### src/rtl/lsu_pkg.sv
// Shared types and funct3 decode helpers for the load/store unit.
package lsu_pkg;

  localparam int unsigned XLEN = 32;
  localparam int unsigned BE_W = XLEN / 8;

  localparam logic [2:0] F3_B  = 3'b000;
  localparam logic [2:0] F3_H  = 3'b001;
  localparam logic [2:0] F3_W  = 3'b010;
  localparam logic [2:0] F3_BU = 3'b100;
  localparam logic [2:0] F3_HU = 3'b101;

  typedef enum logic [1:0] {
    IDLE = 2'd0,
    REQ  = 2'd1,
    WAIT = 2'd2,
    RESP = 2'd3
  } lsu_state_t;

  // Stores only support signed-size encodings; loads add the unsigned variants.
  function automatic logic f3_legal(input logic we, input logic [2:0] f3);
    logic ok;
    case (f3)
      F3_B, F3_H, F3_W: ok = 1'b1;
      F3_BU, F3_HU:     ok = !we;
      default:          ok = 1'b0;
    endcase
    return ok;
  endfunction

  // Access is off its natural alignment (bytes are always aligned).
  function automatic logic f3_misaligned(input logic [2:0] f3, input logic [1:0] lo);
    logic mis;
    case (f3[1:0])
      2'b01:   mis = lo[0];
      2'b10:   mis = |lo;
      default: mis = 1'b0;
    endcase
    return mis;
  endfunction

endpackage

### src/rtl/lsu_align.sv
// Lane steering: byte enables and store replication from funct3/addr,
// load lane extraction with sign/zero extension.
// Misaligned halfword/word low bits are ignored here, which gives natural
// truncation for free.
module lsu_align
  import lsu_pkg::*;
(
  input  logic [2:0]      funct3,
  input  logic [1:0]      addr_lo,
  input  logic [XLEN-1:0] wdata,
  input  logic [XLEN-1:0] rdata,
  output logic [BE_W-1:0] be_c,
  output logic [XLEN-1:0] wdata_c,
  output logic [XLEN-1:0] rdata_c
);

  logic [7:0]  byte_v;
  logic [15:0] half_v;

  // Byte enables and store-data lane replication by access size.
  always_comb begin
    be_c    = '0;
    wdata_c = wdata;
    case (funct3[1:0])
      2'b00: begin
        be_c    = 4'b0001 << addr_lo;
        wdata_c = {4{wdata[7:0]}};
      end
      2'b01: begin
        be_c    = 4'b0011 << {addr_lo[1], 1'b0};
        wdata_c = {2{wdata[15:0]}};
      end
      2'b10:   be_c = 4'b1111;
      default: be_c = 4'b0000;
    endcase
  end

  // Load lane select and extension.
  always_comb begin
    byte_v  = 8'(rdata >> {addr_lo, 3'b000});
    half_v  = 16'(rdata >> {addr_lo[1], 4'b0000});
    rdata_c = '0;
    case (funct3)
      F3_B:    rdata_c = {{24{byte_v[7]}}, byte_v};
      F3_H:    rdata_c = {{16{half_v[15]}}, half_v};
      F3_W:    rdata_c = rdata;
      F3_BU:   rdata_c = {24'd0, byte_v};
      F3_HU:   rdata_c = {16'd0, half_v};
      default: rdata_c = '0;
    endcase
  end

endmodule

### src/rtl/load_store_unit.sv
// Core-side load/store initiator: one outstanding req/gnt/rvalid access to a
// word-organised data memory, with sign/zero-extended load return.
// Optional macro LSU_MISALIGN_TRAP_EN: misaligned half/word accesses return
// resp_err instead of being truncated to natural alignment.
module load_store_unit
  import lsu_pkg::*;
#(
  parameter int unsigned ADDR_W = 32
) (
  input  logic              clk,
  input  logic              resetn,
  input  logic              req_valid,
  output logic              req_ready,
  input  logic              req_we,
  input  logic [2:0]        req_funct3,
  input  logic [ADDR_W-1:0] req_addr,
  input  logic [XLEN-1:0]   req_wdata,
  output logic              resp_valid,
  input  logic              resp_ready,
  output logic [XLEN-1:0]   resp_rdata,
  output logic              resp_err,
  output logic              mem_req,
  input  logic              mem_gnt,
  output logic              mem_we,
  output logic [BE_W-1:0]   mem_be,
  output logic [ADDR_W-1:0] mem_addr,
  output logic [XLEN-1:0]   mem_wdata,
  input  logic              mem_rvalid,
  input  logic [XLEN-1:0]   mem_rdata
);

  lsu_state_t        state_q, state_d;
  logic              req_ready_q, req_ready_d;
  logic              resp_valid_q, resp_valid_d;
  logic [XLEN-1:0]   resp_rdata_q, resp_rdata_d;
  logic              resp_err_q, resp_err_d;
  logic              mem_req_q, mem_req_d;
  logic              mem_we_q, mem_we_d;
  logic [BE_W-1:0]   mem_be_q, mem_be_d;
  logic [ADDR_W-1:0] mem_addr_q, mem_addr_d;
  logic [XLEN-1:0]   mem_wdata_q, mem_wdata_d;
  logic [2:0]        f3_q, f3_d;
  logic [1:0]        lo_q, lo_d;

  logic [2:0]        al_f3_c;
  logic [1:0]        al_lo_c;
  logic [BE_W-1:0]   be_c;
  logic [XLEN-1:0]   wdata_c;
  logic [XLEN-1:0]   rdata_c;
  logic              acc_err_c;

  // Aligner sees the incoming request while idle, the captured one afterwards.
  always_comb begin
    al_f3_c = (state_q == IDLE) ? req_funct3    : f3_q;
    al_lo_c = (state_q == IDLE) ? req_addr[1:0] : lo_q;
  end

  lsu_align u_align (
    .funct3  (al_f3_c),
    .addr_lo (al_lo_c),
    .wdata   (req_wdata),
    .rdata   (mem_rdata),
    .be_c    (be_c),
    .wdata_c (wdata_c),
    .rdata_c (rdata_c)
  );

  // Request is answered locally with an error instead of touching memory.
  always_comb begin
`ifdef LSU_MISALIGN_TRAP_EN
    acc_err_c = !f3_legal(req_we, req_funct3) || f3_misaligned(req_funct3, req_addr[1:0]);
`else
    acc_err_c = !f3_legal(req_we, req_funct3);
`endif
  end

  // Next-state and registered-output computation.
  always_comb begin
    state_d      = state_q;
    req_ready_d  = req_ready_q;
    resp_valid_d = resp_valid_q;
    resp_rdata_d = resp_rdata_q;
    resp_err_d   = resp_err_q;
    mem_req_d    = mem_req_q;
    mem_we_d     = mem_we_q;
    mem_be_d     = mem_be_q;
    mem_addr_d   = mem_addr_q;
    mem_wdata_d  = mem_wdata_q;
    f3_d         = f3_q;
    lo_d         = lo_q;

    case (state_q)
      IDLE: begin
        if (req_valid && req_ready_q) begin
          req_ready_d = 1'b0;
          if (acc_err_c) begin
            state_d      = RESP;
            resp_valid_d = 1'b1;
            resp_err_d   = 1'b1;
            resp_rdata_d = '0;
          end else begin
            state_d     = REQ;
            mem_req_d   = 1'b1;
            mem_we_d    = req_we;
            mem_be_d    = be_c;
            mem_addr_d  = {req_addr[ADDR_W-1:2], 2'b00};
            mem_wdata_d = wdata_c;
            f3_d        = req_funct3;
            lo_d        = req_addr[1:0];
          end
        end
      end
      REQ: begin
        if (mem_gnt) begin
          state_d   = WAIT;
          mem_req_d = 1'b0;
        end
      end
      WAIT: begin
        if (mem_rvalid) begin
          state_d      = RESP;
          resp_valid_d = 1'b1;
          resp_err_d   = 1'b0;
          resp_rdata_d = mem_we_q ? '0 : rdata_c;
        end
      end
      RESP: begin
        if (resp_ready) begin
          state_d      = IDLE;
          resp_valid_d = 1'b0;
          resp_err_d   = 1'b0;
          resp_rdata_d = '0;
          req_ready_d  = 1'b1;
        end
      end
      default: state_d = IDLE;
    endcase
  end

  // State and output registers; reset aborts any transaction in flight.
  always_ff @(posedge clk or negedge resetn) begin
    if (!resetn) begin
      state_q      <= IDLE;
      req_ready_q  <= 1'b1;
      resp_valid_q <= 1'b0;
      resp_rdata_q <= '0;
      resp_err_q   <= 1'b0;
      mem_req_q    <= 1'b0;
      mem_we_q     <= 1'b0;
      mem_be_q     <= '0;
      mem_addr_q   <= '0;
      mem_wdata_q  <= '0;
      f3_q         <= '0;
      lo_q         <= '0;
    end else begin
      state_q      <= state_d;
      req_ready_q  <= req_ready_d;
      resp_valid_q <= resp_valid_d;
      resp_rdata_q <= resp_rdata_d;
      resp_err_q   <= resp_err_d;
      mem_req_q    <= mem_req_d;
      mem_we_q     <= mem_we_d;
      mem_be_q     <= mem_be_d;
      mem_addr_q   <= mem_addr_d;
      mem_wdata_q  <= mem_wdata_d;
      f3_q         <= f3_d;
      lo_q         <= lo_d;
    end
  end

  assign req_ready  = req_ready_q;
  assign resp_valid = resp_valid_q;
  assign resp_rdata = resp_rdata_q;
  assign resp_err   = resp_err_q;
  assign mem_req    = mem_req_q;
  assign mem_we     = mem_we_q;
  assign mem_be     = mem_be_q;
  assign mem_addr   = mem_addr_q;
  assign mem_wdata  = mem_wdata_q;

endmodule

### config.mk
export PLATFORM = sky130hd
export DESIGN_NAME = load_store_unit
export DESIGN_NICKNAME = d
export VERILOG_FILES = /design/src/rtl/lsu_pkg.sv /design/src/rtl/lsu_align.sv /design/src/rtl/load_store_unit.sv
export SDC_FILE = /design/constraint.sdc
export NUM_CORES = 1
export LEC_CHECK = 0
export ABC_AREA = 1
export BUFFER_PORTS_ARGS = -buffer_cell sky130_fd_sc_hd__buf_2
export CAP_MARGIN = 30
export CORE_MARGIN = 5
export CORE_UTILIZATION = 40
export DETAILED_ROUTE_END_ITERATION = 16
export PLACE_DENSITY = 0.78
export SLEW_MARGIN = 20
export SYNTH_ARGS = -nofsm -noshare
export SYNTH_HDL_FRONTEND = slang
export SYNTH_SLANG_ARGS = --single-unit
### constraint.sdc
create_clock -name clk -period 5.7 [get_ports clk]
set_clock_uncertainty 0.1 [all_clocks]
set_input_delay 1.71 -clock clk [delete_from_list [all_inputs] [get_ports clk]]
set_output_delay 1.71 -clock clk [all_outputs]
set_load 0.01 [all_outputs]
Yosys cells after proc, flatten, opt, wreduce, memory -nomap -nowiden --
Cells that the tools add are included.
Operators by class: mux-type cells 32, reduce and logical (&&, ||, !) cells 16, shift-type cells 4, equal/unequal tests 19
Operator list (count):
- two-way mux 32 bit | 5
- case mux 32 bit (5 select lines) | 1
- case mux 32 bit (3 select lines) | 1
- case mux 32 bit (2 select lines) | 1
- right shift 32 x 5 -> 16 bit | 1
- right shift 32 x 5 -> 8 bit | 1
- equality test 3 bit (second input constant) | 4
- two-way mux 2 bit | 6
- case mux 4 bit (3 select lines) | 1
- two-way mux 1 bit | 10
- inequality test 2 bit (second input constant) | 4
- case mux 2 bit (4 select lines) | 1
- AND reduction 4 bit | 2
- equality test 2 bit (second input constant) | 3
- equality test 3 x 1 -> 1 bit (second input constant) | 2
- equality test 3 x 2 -> 1 bit (second input constant) | 2
- zero test 3 bit | 2
- case mux 1 bit (2 select lines) | 3
- case mux 1 bit (3 select lines) | 2
- AND reduction 3 bit | 2
- AND reduction 5 bit | 1
- equality test 2 x 1 -> 1 bit (second input constant) | 2
- zero test 2 bit | 2
- inequality test 2 x 1 -> 1 bit (second input constant) | 2
- other kinds (9) | 10
Word-level totals: word-level logic and storage cells 83, register bits 110, output and inout port bits 105

Depth between registers and ports, before layout --
word-level depth 7, depth in mapped cells 14, mapped depth without buffers 12

By module --
Synthesis repeated with hierarchy kept, for this count alone.
Unflattened totals: cells, all modules 886, area, all modules 6371.1 µm²
Modules (own cells, without submodules):
- load_store_unit | times used 1, cells each 602, area an instance 5034.8 µm²
- lsu_align | times used 1, cells each 284, area an instance 1336.3 µm²

Worst setup path after synthesis --
Ideal clock, no wire load.
path type input port to flip-flop, start in req_valid, end reg resp_rdata_q[30] (netlist: resp_rdata[30]), setup slack 2.869 ns, path buffers 1, cell stages on the path 9, data required time 5.534 ns, arrival time 2.666 ns, cells stage by stage nand2_1 > nand2_1 > o21ai_1 > nor2_1 > nand2_2 > nor3_4 > buf_6 > nand2_1 > nand2_1
Between the ends: longest elaborated chain between the ends 3
RTL lines:
- from (decl) | line load_store_unit.sv:12 | input logic req_valid,
- logical AND 1 bit | line load_store_unit.sv:94 | if (req_valid && req_ready_q) begin
- inequality test 2 x 1 -> 1 bit (no source line)
- AND reduction 5 bit (no source line)
- to (signal assigned) | line load_store_unit.sv:159 | resp_rdata_q <= resp_rdata_d;
- to (decl) | line load_store_unit.sv:35 | logic [XLEN-1:0] resp_rdata_q, resp_rdata_d;
Every way passes these cells. A chain may end at the register's enable or synchronous reset.

Final worst setup path --
start in req_valid, end reg resp_rdata_q[26] (netlist: resp_rdata[26])
The elaborated chain is that of the path after synthesis.

==> insert_results.sql <==
INSERT INTO impl_metrics (metric_group, metric, value, unit) VALUES
('critical_path', 'crit_path_cell_trace', 'buf_2, nand2_1, nand2_1, o21ai_1, nor2_1, nand2_2, nor3_4, nand2_1, nand2_1', ''),
('floorplanning', 'rows', '43', ''),
('timing', 'timing_max_transition_violations_final', '0', ''),
('logic_synthesis', 'postSynthRegisterBits', '110', ''),
('route', 'antenna_violating_nets_left', '0', ''),
('logic_synthesis', 'yosys-top-cells-count', '388 x nand2_1, 109 x dfrtp_1, 53 x nand3_1', ''),
('logic_synthesis', 'synth.lib_cells_used.distinct', '31', ''),
('critical_path', 'cp_common_cell', 'nand2_1', ''),
('timing', 'post_route_clock_period_utilization', '62.7', '%'),
('critical_path', 'worst_path_class_setup', 'in2reg', ''),
('global_routing', 'grt_overflow', '0', ''),
('clocking', 'clock_transition_at_path_regs', '70', 'ps'),
('route', 'dr_total_vias', '5319', ''),
('final_layout', 'layout-area-overhead-vs-synth', '26.3', '%'),
('global_routing', 'gr-usage-met1', '26.5', '%'),
('global_routing', 'grt_met3_usage', '5.73', '%'),
('clocking', 'post_cts_hold_buffer_count', '0', ''),
('timing', 'setup_violations_final', '0', ''),
('pwr', 'sequentialPowerShare', '33.2', '%'),
('critical_path', 'worst_path_top_cell_family_by_delay', 'simple AND/OR/NAND/NOR gates', ''),
('placed_design', 'postPlaceCellArea', '6650', 'µm²'),
('timing', 'worstMarginPinSlew', '931', 'ps'),
('critical_path', 'critical_path.max_stage_delay', '890', 'ps'),
('global_routing', 'grt-busiest-layer', 'met2', ''),
('clocking', 'cts_root_buffer', 'clkbuf_16', ''),
('final_layout', 'final_nets', '1030', ''),
('pwr', 'power.internal', '2.05', 'mW'),
('timing', 'fin_crit', '3570', 'ps'),
('timing', 'final.setup.tns', '0', 'ps'),
('global_routing', 'grt_first_pass_wirelength', '25900', 'µm'),
('pwr', 'leakagePower', '4.13', 'nW'),
('global_routing', 'global_route.usage.total', '20.0', '%'),
('pwr', 'design_power_total', '3.66', 'mW'),
('logic_synthesis', 'yosys_top_cell_area_share', '49.4', '%'),
('final_layout', 'drive_gt1_share', '27.1', '%'),
('final_layout', 'final_cell_count_no_fill', '1104', ''),
('critical_path', 'critPathCaptureType', 'flip-flop', ''),
('logic_synthesis', 'synthesis.area_per_instance', '7.55', 'µm²'),
('clocking', 'clock_latency_of_the_later_clocked_register_in_the_worst_skew_pair', '350', 'ps'),
('pwr', 'share_clk_of_total_power', '18.6', '%'),
('flow_run', 'max-cap-violations', '0', ''),
('route', 'drt_drc_violations_left', '0', ''),
('logic_synthesis', 'synthDominantAreaCellType', 'dfrtp_1', ''),
('logic_synthesis', 'synth.area.top_cells', 'dfrtp_1 49%, nand2_1 26%, nand3_1 4.8%', ''),
('logic_synthesis', 'synth.yosys.seq_area_share', '49.9', '%'),
('floorplanning', 'core_area', '13700', 'µm²'),
('status', 'status', 'completed', ''),
('placed_design', 'dp.cells', '1088', ''),
('floorplanning', 'floorplan.initialDensity', '40.2', '%'),
('route', 'vias_per_cell', '4.82', ''),
('critical_path', 'worst-endpoint-arrival', '3770', 'ps'),
('timing', 'max_clock_freq', '280', 'MHz'),
('critical_path', 'setup.worst_path.start_class', 'input port', ''),
('logic_synthesis', 'async_flop_share', '100', '%'),
('final_layout', 'n_fill_cell', '1375', ''),
('clocking', 'number_of_buffers_created_by_cts', '9', ''),
('floorplanning', 'die_w', '127', 'µm'),
('pwr', 'combinationalPowerShare', '48.2', '%'),
('final_layout', 'final_util', '50.8', '%'),
('logic_synthesis', 'yosys.cell_count.top_type', 'nand2_1', ''),
('timing', 'timing.slew.headroom', '37.7', '%'),
('final_layout', 'regArea', '2750', 'µm²'),
('pwr', 'irDropWorstVdd', '199', 'µV'),
('global_routing', 'grt_util_met2', '31.6', '%'),
('pwr', 'switching_share', '43.9', '%'),
('min_path', 'worst_hold_path_type', 'reg2reg', ''),
('route', 'firstDrtPassIters', '5', ''),
('critical_path', 'crit_path_top_delay_cell', 'nor3_4', ''),
('placed_design', 'port_buffers', '208', ''),
('placed_design', 'finalWeightedCongestion', '0.869', ''),
('timing', 'rsz0062_at_grt', 'false', '');
[worst paths after layout]
check | from | endpoint | slack, ps | cells past startpoint
max reg2reg | state_q[1] | resp_rdata[21] | 2340 | 11
max | req_valid | resp_rdata[26] | 2130 | 9
min reg2reg | resp_rdata[1] | resp_rdata[1] | 370 | 2
max in group asynchronous | resetn | mem_addr[6] | 3560 | 2
min in group asynchronous | resetn | resp_rdata[22] | 1180 | 1
min | resp_rdata[1] | resp_rdata[1] | 370 | 2
[cells in the final DEF, fill, tap and decap left out, types with 3 or more instances in the layout]
master,n
nand2_1,388
buf_2,207
dfrtp_1,109
nand3_1,53
inv_1,33
o21ai_0,27
nor2_1,24
clkbuf_16,9
a2bb2oi_1,8
o31ai_1,8
a21oi_1,5
nand2_2,5
o211ai_1,5
ha_1,5
inv_2,4
o21a_1,3
inv_6,3
buf_4,3
[final cells by class]
type | instances | area share, %
clock buffers | 10 | 3.28
clock inverters | 6 | 1.31
inverters | 38 | 2.06
multi-input cells | 548 | 34.8
flip-flops and latches | 110 | 39.5
well taps | 180 | 3.23
repair buffers | 212 | 15.9
[metal layers]
metal	routed length (µm)	up-vias	share of wire, %
met5	10	-	0.061
met4	278	2	1.7
met3	1610	23	9.9
met2	7250	207	45
met1	7130	2428	44
li1	-	2659	-
[cells by family after synthesis]
family | Yosys count | share of synthesized area (%)
compound gates | 63 | 7.59
flops | 110 | 49.9
simple gates | 478 | 34.9
other cells | 1 | 0.0679
fa+ha+maj | 5 | 1.13
buf+inv | 74 | 6.44
[power groups by stage]
stage	Clock [mW]	Sequential, mW	Combinational (mW)
CTS	0.701	1.21	1.79
finish	0.682	1.21	1.76
global route	0.727	1.25	1.98
floorplan	0	1.33	1.11
global placement	0	1.22	1.75
detailed placement	0	1.22	1.79
[state kept, by name, indices dropped and copies added, names as in the netlist]
register,count
f3_q,3
lo_q,2
mem_addr,30
mem_be,4
mem_req,1
mem_wdata,32
mem_we,1
req_ready,1
resp_err,1
resp_rdata,32
resp_valid,1
state_q,2
[metrics by stage]
stage          hold WS [ps]  setup slack (ps)
6_report                374              2130
5_1_grt                 396              1850
4_1_cts                 379              2100
3_5_place_dp            359              1730
3_3_place_gp            357              1810
2_1_floorplan           353              2870
[tightest hold or removal path: stages, from the launching register on]
cell and delay, ps:
dfrtp_1 340, nand2_1 50, nand2_1 50
No activity file was read; power rests on OpenSTA's default activity.
